[src/rtl/lsu_pkg.sv]
// Shared definitions for the load/store unit: funct3 codes, FSM states, decode helpers.
// Latency: n/a (package).
// Backpressure: n/a (package).
package lsu_pkg;

    localparam logic [2:0] F3_LB  = 3'b000;
    localparam logic [2:0] F3_LH  = 3'b001;
    localparam logic [2:0] F3_LW  = 3'b010;
    localparam logic [2:0] F3_LBU = 3'b100;
    localparam logic [2:0] F3_LHU = 3'b101;
    localparam logic [2:0] F3_SB  = 3'b000;
    localparam logic [2:0] F3_SH  = 3'b001;
    localparam logic [2:0] F3_SW  = 3'b010;

    typedef enum logic [1:0] {
        ST_IDLE,
        ST_ACCESS,
        ST_SPLIT,
        ST_RESP
    } lsu_state_t;

    // Access size lives in fun3[1:0] for both signed and unsigned loads.
    function automatic logic is_aligned(input logic [2:0] fun3, input logic [1:0] addr_lo);
        case (fun3[1:0])
            2'b00:   return 1'b1;
            2'b01:   return ~addr_lo[0];
            2'b10:   return (addr_lo == 2'b00);
            default: return 1'b0;
        endcase
    endfunction

    function automatic logic is_legal(input logic write, input logic [2:0] fun3);
        if (write)
            return (fun3 == F3_SB) || (fun3 == F3_SH) || (fun3 == F3_SW);
        else
            return (fun3 == F3_LB) || (fun3 == F3_LH) || (fun3 == F3_LW) ||
                   (fun3 == F3_LBU) || (fun3 == F3_LHU);
    endfunction

endpackage

[src/rtl/lsu_load_extend.sv]
// Load data extender: selects the addressed lane and sign/zero-extends per funct3.
// Latency: combinational.
// Backpressure: none.
// Ports: raw (32b data), fun3 (load type), byte_off (lane of the datum in raw), ext (result).
module lsu_load_extend
    import lsu_pkg::*;
(
    input  logic [31:0] raw,
    input  logic [2:0]  fun3,
    input  logic [1:0]  byte_off,
    output logic [31:0] ext
);

    logic [31:0] lane;

    assign lane = raw >> {byte_off, 3'b000};

    always_comb begin
        ext = lane;
        case (fun3)
            F3_LB:   ext = {{24{lane[7]}}, lane[7:0]};
            F3_LH:   ext = {{16{lane[15]}}, lane[15:0]};
            F3_LBU:  ext = {24'h0, lane[7:0]};
            F3_LHU:  ext = {16'h0, lane[15:0]};
            default: ext = lane;
        endcase
    end

endmodule

[src/rtl/load_store_unit.sv]
// Load/store sequencer between execute stage and data_memory; optional misaligned split (macro LSU_MISALIGN_EN).
// Latency: aligned 2 cycles, split N+1 cycles (N = bytes), error 1 cycle.
// Backpressure: req_ready high only in IDLE; requests held by the core until accepted.
// Ports: req_* (core request, valid/ready), resp_* (one-cycle response pulse),
//        mem_* (data_memory strobes/address/fun3/data, mem_rdata combinational during mem_read).
module load_store_unit
    import lsu_pkg::*;
#(
    parameter int ADDR_W = 32
) (
    input  logic              clk,
    input  logic              reset_n,
    input  logic              req_valid,
    output logic              req_ready,
    input  logic              req_write,
    input  logic [2:0]        req_fun3,
    input  logic [ADDR_W-1:0] req_addr,
    input  logic [31:0]       req_wdata,
    output logic              resp_valid,
    output logic [31:0]       resp_rdata,
    output logic              resp_err,
    output logic              mem_read,
    output logic              mem_write,
    output logic [ADDR_W-1:0] mem_addr,
    output logic [2:0]        mem_fun3,
    output logic [31:0]       mem_wdata,
    input  logic [31:0]       mem_rdata
);

    lsu_state_t        state_q, state_d;
    logic              wr_q;
    logic [2:0]        fun3_q;
    logic [ADDR_W-1:0] addr_q;
    logic [31:0]       wdata_q;
    logic [31:0]       data_q;
    logic              err_q;
    logic              req_legal;
    logic              req_aligned;
    logic              accept_err;
    logic [31:0]       ext_data;

    assign req_legal   = is_legal(req_write, req_fun3);
    assign req_aligned = is_aligned(req_fun3, req_addr[1:0]);

`ifdef LSU_MISALIGN_EN
    logic [1:0]  k_q;
    logic        last_byte;
    logic [31:0] asm_data;

    assign accept_err = ~req_legal;
    // Halves use bytes 0..1, words 0..3; fun3[1] distinguishes the two.
    assign last_byte  = (k_q == (fun3_q[1] ? 2'd3 : 2'd1));

    always_comb begin
        asm_data = data_q;
        asm_data[{k_q, 3'b000} +: 8] = mem_rdata[7:0];
    end
`else
    assign accept_err = ~req_legal | ~req_aligned;
`endif

    // data_memory returns right-aligned data and split loads assemble from lane 0,
    // so the stored datum always starts at byte 0.
    lsu_load_extend u_ext (
        .raw      (data_q),
        .fun3     (fun3_q),
        .byte_off (2'b00),
        .ext      (ext_data)
    );

    always_ff @(posedge clk or negedge reset_n) begin
        if (!reset_n) state_q <= ST_IDLE;
        else          state_q <= state_d;
    end

    always_comb begin
        state_d    = state_q;
        req_ready  = 1'b0;
        resp_valid = 1'b0;
        resp_rdata = 32'h0;
        resp_err   = 1'b0;
        mem_read   = 1'b0;
        mem_write  = 1'b0;
        mem_addr   = '0;
        mem_fun3   = 3'b000;
        mem_wdata  = 32'h0;
        case (state_q)
            ST_IDLE: begin
                // Held low while reset is asserted so all outputs read 0.
                req_ready = reset_n;
                if (req_valid) begin
                    if (accept_err)       state_d = ST_RESP;
`ifdef LSU_MISALIGN_EN
                    else if (req_aligned) state_d = ST_ACCESS;
                    else                  state_d = ST_SPLIT;
`else
                    else                  state_d = ST_ACCESS;
`endif
                end
            end
            ST_ACCESS: begin
                mem_read  = ~wr_q;
                mem_write = wr_q;
                mem_addr  = addr_q;
                mem_fun3  = fun3_q;
                mem_wdata = wdata_q;
                state_d   = ST_RESP;
            end
`ifdef LSU_MISALIGN_EN
            ST_SPLIT: begin
                mem_read  = ~wr_q;
                mem_write = wr_q;
                mem_addr  = addr_q + ADDR_W'(k_q);
                mem_fun3  = wr_q ? F3_SB : F3_LBU;
                mem_wdata = {24'h0, wdata_q[{k_q, 3'b000} +: 8]};
                if (last_byte) state_d = ST_RESP;
            end
`endif
            ST_RESP: begin
                resp_valid = 1'b1;
                resp_err   = err_q;
                resp_rdata = (wr_q || err_q) ? 32'h0 : ext_data;
                state_d    = ST_IDLE;
            end
            default: state_d = ST_IDLE;
        endcase
    end

    always_ff @(posedge clk or negedge reset_n) begin
        if (!reset_n) begin
            wr_q    <= 1'b0;
            fun3_q  <= 3'b000;
            addr_q  <= '0;
            wdata_q <= 32'h0;
            data_q  <= 32'h0;
            err_q   <= 1'b0;
`ifdef LSU_MISALIGN_EN
            k_q     <= 2'd0;
`endif
        end else begin
            case (state_q)
                ST_IDLE: begin
                    if (req_valid) begin
                        wr_q    <= req_write;
                        fun3_q  <= req_fun3;
                        addr_q  <= req_addr;
                        wdata_q <= req_wdata;
                        data_q  <= 32'h0;
                        err_q   <= accept_err;
`ifdef LSU_MISALIGN_EN
                        k_q     <= 2'd0;
`endif
                    end
                end
                ST_ACCESS: begin
                    if (!wr_q) data_q <= mem_rdata;
                end
`ifdef LSU_MISALIGN_EN
                ST_SPLIT: begin
                    k_q <= k_q + 2'd1;
                    if (!wr_q) data_q <= asm_data;
                end
`endif
                default: ;
            endcase
        end
    end

endmodule

[config.mk]
export PLATFORM = sky130hd
export DESIGN_NAME = load_store_unit
export DESIGN_NICKNAME = d
export VERILOG_FILES = /design/src/rtl/lsu_pkg.sv /design/src/rtl/lsu_load_extend.sv /design/src/rtl/load_store_unit.sv
export SDC_FILE = /design/constraint.sdc
export NUM_CORES = 1
export LEC_CHECK = 0
export BUFFER_PORTS_ARGS = -buffer_cell sky130_fd_sc_hd__buf_2
export CORE_MARGIN = 2
export CORE_UTILIZATION = 35
export CTS_BUF_LIST = sky130_fd_sc_hd__clkbuf_8
export DETAILED_ROUTE_END_ITERATION = 6
export SYNTH_ARGS = -nofsm -noshare
export SYNTH_HDL_FRONTEND = slang
export SYNTH_SLANG_ARGS = --single-unit
[constraint.sdc]
create_clock -name clk -period 2.2 [get_ports clk]
set_clock_uncertainty 0.15 [all_clocks]
set_input_delay 0.11 -clock clk [delete_from_list [all_inputs] [get_ports clk]]
set_output_delay 0.11 -clock clk [all_outputs]
set_load 0.02 [all_outputs]
==> metrics.txt <==
# TYPE chip_impl_metric gauge
chip_impl_info{name="tritoncts_clock_tree",value="yes"} 1
chip_impl_metric{name="worst_slew_margin_rel",unit="%"} 62.6
chip_impl_metric{name="first_iter_violations",unit=""} 183
chip_impl_metric{name="grt_first_pass_wirelength",unit="um"} 21100
chip_impl_metric{name="tightest_pin_transition",unit="ns"} 0.553
chip_impl_metric{name="finish.net_count",unit=""} 782
chip_impl_metric{name="syn-num-nets",unit=""} 479
chip_impl_metric{name="setup_tns",unit="ns"} 0
chip_impl_info{name="startpoint_of_the_lowest_slack_register_to_register_path",value="state_q[1]$_DFFE_PN0P_"} 1
chip_impl_metric{name="final_critical_path_setup_slack",unit="ns"} 0.0342
chip_impl_metric{name="rrSetupSlack",unit="ns"} 0.41
chip_impl_metric{name="placementRows",unit=""} 42
chip_impl_metric{name="io-pin-count",unit=""} 207
chip_impl_metric{name="timing_hold_violations_final",unit=""} 0
chip_impl_metric{name="cp_max_fo",unit=""} 9
chip_impl_info{name="rsz_0062_raised_after_global_routing",value="yes"} 1
chip_impl_info{name="min-delay-path-class",value="primary input to asynchronous set/reset pin"} 1
chip_impl_info{name="ctsRootBufferMaster",value="sky130_fd_sc_hd__clkbuf_8"} 1
chip_impl_metric{name="distinct_cell_type_count_of_the_synthesized_netlist",unit=""} 26
chip_impl_metric{name="cts_inserted_buffers",unit=""} 9
chip_impl_metric{name="grt_pass1_vias",unit=""} 4304
chip_impl_metric{name="dp_worst_setup_slack",unit="ns"} 0.357
chip_impl_metric{name="drc",unit=""} 0
chip_impl_metric{name="period_share",unit="%"} 98.4
chip_impl_metric{name="cts.reportedPaths.clkPinSlew",unit="ns"} 0.11
chip_impl_metric{name="drive_above_1_share",unit="%"} 44.2
chip_impl_metric{name="slowest_delay",unit="ns"} 0.54
chip_impl_metric{name="syn-cell-area",unit="um^2"} 4630
chip_impl_info{name="reg_to_reg_critical_path_endpoint",value="addr_q[17]$_DFFE_PN0P_"} 1
chip_impl_metric{name="ant_nets",unit=""} 0
chip_impl_info{name="layout_commonest_cell",value="sky130_fd_sc_hd__buf_2"} 1
chip_impl_metric{name="fin_crit",unit="ns"} 2.17
chip_impl_info{name="critical-path-top-delay-family",value="simple AND/OR/NAND/NOR gates"} 1
chip_impl_metric{name="insertion_delay",unit="ns"} 0.38
chip_impl_info{name="worst_path_most_repeated_cell",value="sky130_fd_sc_hd__buf_4"} 1
chip_impl_metric{name="max-clock-path-buffers",unit=""} 2
chip_impl_metric{name="drt-vias-per-instance",unit=""} 4.69
chip_impl_metric{name="syn-instance-count",unit=""} 376
chip_impl_metric{name="die_area",unit="um^2"} 14200
chip_impl_metric{name="num_vias",unit=""} 4033
chip_impl_metric{name="leakagePower",unit="nW"} 3.54
chip_impl_metric{name="cp_num_buf_inv",unit=""} 2
chip_impl_metric{name="final_cell_count_no_fill",unit=""} 860
chip_impl_metric{name="timing.max_cap.violations",unit=""} 0
chip_impl_metric{name="yosys_warnings",unit=""} 0
chip_impl_info{name="crit_path_cell_trace",value="buf_4 > or4b_4 > a21oi_1 > buf_4"} 1
chip_impl_metric{name="worst-endpoint-arrival",unit="ns"} 1.91
chip_impl_metric{name="detailed_place_hpwl",unit="um"} 7960
chip_impl_info{name="type_of_the_setup_path_with_the_least_slack",value="register to output port"} 1
chip_impl_metric{name="ys_ff_latch",unit=""} 103
chip_impl_metric{name="final_number_of_max_transition_violations",unit=""} 0
chip_impl_metric{name="floorplan.initialDensity",unit="%"} 35.4
chip_impl_metric{name="drt-pass1-iter-count",unit=""} 4
chip_impl_metric{name="grt_antenna_before_repair",unit=""} 0
chip_impl_metric{name="report.final.setup_viol",unit=""} 0
chip_impl_info{name="critical-path-slowest-cell",value="sky130_fd_sc_hd__or4b_4"} 1
chip_impl_metric{name="power_per_cell_area",unit="nW/um^2"} 1200
chip_impl_metric{name="synthesis.area_per_instance",unit="um^2"} 12.3
chip_impl_info{name="timing.critical_path.from_type",value="register"} 1
chip_impl_metric{name="clock_sinks",unit=""} 103
chip_impl_metric{name="post-layout-total-power",unit="mW"} 8.54
chip_impl_metric{name="antenna_cells",unit=""} 0
chip_impl_metric{name="drt-total-wl",unit="um"} 12900
chip_impl_metric{name="r2r.worst_path.cells",unit=""} 3
chip_impl_metric{name="drt-wirelength-per-cell",unit="um"} 15.0
chip_impl_metric{name="grt_overflow",unit=""} 0
chip_impl_metric{name="placedCellCount",unit=""} 741
chip_impl_metric{name="fmax",unit="GHz"} 0.462
chip_impl_metric{name="cts_max_level",unit=""} 3
chip_impl_metric{name="grt_max_degree",unit=""} 104
chip_impl_metric{name="grt_use_total",unit="%"} 18.8
chip_impl_info{name="run_status",value="complete, no violations"} 1
chip_impl_metric{name="required_time_of_the_worst_setup_path",unit="ns"} 1.94
chip_impl_metric{name="port_buffers",unit=""} 206
chip_impl_metric{name="power.ir.vdd_worst",unit="V"} 0.000562
chip_impl_metric{name="die-width",unit="um"} 119
chip_impl_metric{name="layout-area-overhead-vs-synth",unit="%"} 54.4
chip_impl_metric{name="layout.core_utilization",unit="%"} 54.6
chip_impl_metric{name="core_area",unit="um^2"} 13100
chip_impl_metric{name="die_h",unit="um"} 119
chip_impl_info{name="final_cell_mix",value="sky130_fd_sc_hd__buf_2 (198), sky130_fd_sc_hd__dlygate4sd3_1 (102), sky130_fd_sc_hd__dfrtp_1 (101)"} 1
chip_impl_metric{name="n_fill_cell",unit=""} 1145
chip_impl_metric{name="routabilityCongestion",unit=""} 0.771
chip_impl_metric{name="seq_area_frac_synth",unit="%"} 55.7
chip_impl_info{name="critical_path.endpoint_type",value="output port"} 1
-- cells by family (layout without fill, tap and decap cells) --
kind of cell / after synthesis / count (layout) / synth area share, %
flops: 103 / 103 / 55.7
simple gates: 90 / 90 / 12.6
mux: 70 / 70 / 17.0
compound gates: 68 / 68 / 10.4
buf+inv: 45 / 353 / 4.33
-- stage by stage --
step | area, um^2 | hold slack, ns
2_1_floorplan | 4630 | -0.336
3_3_place_gp | 5870 | 0.0950
3_5_place_dp | 5870 | 0.102
4_1_cts | 7100 | 0.273
5_1_grt | 7140 | 0.283
6_report | 7140 | 0.248
-- layer usage --
metal | global-route usage, % | routed length (um) | vias to the layer above
met5 | 0 | 0 | -
met4 | 10.4 | 544 | 0
met3 | 3.98 | 602 | 35
met2 | 31.6 | 6390 | 142
met1 | 22.5 | 5380 | 1961
li1 | - | - | 1895
-- Yosys cell counts --
| cell | count | area, um^2 |
|---|---|---|
| sky130_fd_sc_hd__nor2_1 | 5 | 18.8 |
| sky130_fd_sc_hd__o211ai_2 | 1 | 12.5 |
| sky130_fd_sc_hd__mux2i_1 | 1 | 10.0 |
| sky130_fd_sc_hd__or4b_1 | 1 | 10.0 |
| sky130_fd_sc_hd__and3_1 | 1 | 6.26 |
| sky130_fd_sc_hd__nand2b_1 | 1 | 6.26 |
| sky130_fd_sc_hd__clkbuf_2 | 3 | 15.0 |
| sky130_fd_sc_hd__clkbuf_1 | 9 | 33.8 |
| sky130_fd_sc_hd__o41ai_1 | 1 | 8.76 |
| sky130_fd_sc_hd__buf_4 | 1 | 7.51 |
| sky130_fd_sc_hd__inv_1 | 18 | 67.6 |
| sky130_fd_sc_hd__dfrtp_1 | 103 | 2580 |
| sky130_fd_sc_hd__and4bb_2 | 1 | 12.5 |
| sky130_fd_sc_hd__a221o_1 | 1 | 10.0 |
| sky130_fd_sc_hd__nor3b_1 | 1 | 7.51 |
| sky130_fd_sc_hd__a21oi_1 | 24 | 120 |
| sky130_fd_sc_hd__buf_6 | 1 | 11.3 |
| sky130_fd_sc_hd__buf_2 | 13 | 65.1 |
| sky130_fd_sc_hd__mux2_1 | 9 | 101 |
| sky130_fd_sc_hd__nand2_1 | 1 | 3.75 |
| sky130_fd_sc_hd__nor3b_4 | 2 | 37.5 |
| sky130_fd_sc_hd__mux2_2 | 60 | 676 |
| sky130_fd_sc_hd__o21ai_0 | 8 | 40.0 |
| sky130_fd_sc_hd__a211oi_1 | 1 | 7.51 |
| sky130_fd_sc_hd__a22o_1 | 32 | 280 |
| sky130_fd_sc_hd__and2_1 | 77 | 482 |
-- power by group --
group | total (mW) | internal, mW | switching [mW]
Sequential | 3.28 | 2.78 | 0.504
Clock | 1.18 | 0.461 | 0.714
Combinational | 4.08 | 1.91 | 2.17
-- sequential cells by signal, summed over array words and instances (netlist names) --
register	flops
wdata_q	32
wr_q	1
fun3_q	3
addr_q	32
data_q	32
state_q	2
err_q	1
-- worst max-delay path by stage --
stage               slack, ns  cells past startpoint             end                   start
finish                   0.03                      4   resp_rdata[9]   fun3_q[0]$_DFFE_PN0P_
global route            -0.07                      4   resp_rdata[9]   fun3_q[0]$_DFFE_PN0P_
CTS                      0.01                      5   mem_wdata[31]  state_q[0]$_DFFE_PN0P_
detailed placement       0.36                      3  resp_rdata[10]   fun3_q[1]$_DFFE_PN0P_
global placement         0.35                      4  resp_rdata[15]   fun3_q[0]$_DFFE_PN0P_
floorplan                0.45                      5  resp_rdata[21]  state_q[1]$_DFFE_PN0P_
-- area by class of cell --
cell class	instances	area (um^2)	area share, %
flip-flops and latches	103	2580	36.1
repair buffers	319	2210	31.0
multi-input cells	228	1870	26.2
well taps	176	220	3.08
clock buffers	10	138	1.93
inverters	18	67.6	0.946
clock inverters	6	53.8	0.753
-- worst register-to-register path: cells and delay by family, from the launching register on --
family	cells	cell delay [ns]
buffers and inverters	1	0.27
DFF	1	0.50
muxes	1	0.40
and+or+nand+nor	1	0.36
-- what timing repair did --
item | 4_1_cts | 5_1_grt
hold buffers | 102 | 0
endpoints found under the hold margin | 206 | 0
pin swaps | 0 | 1
setup endpoints to repair | 24 | 55
setup buffers | 0 | 1
gates resized for setup | 4 | 9
No activity file was read; power rests on OpenSTA's default activity.
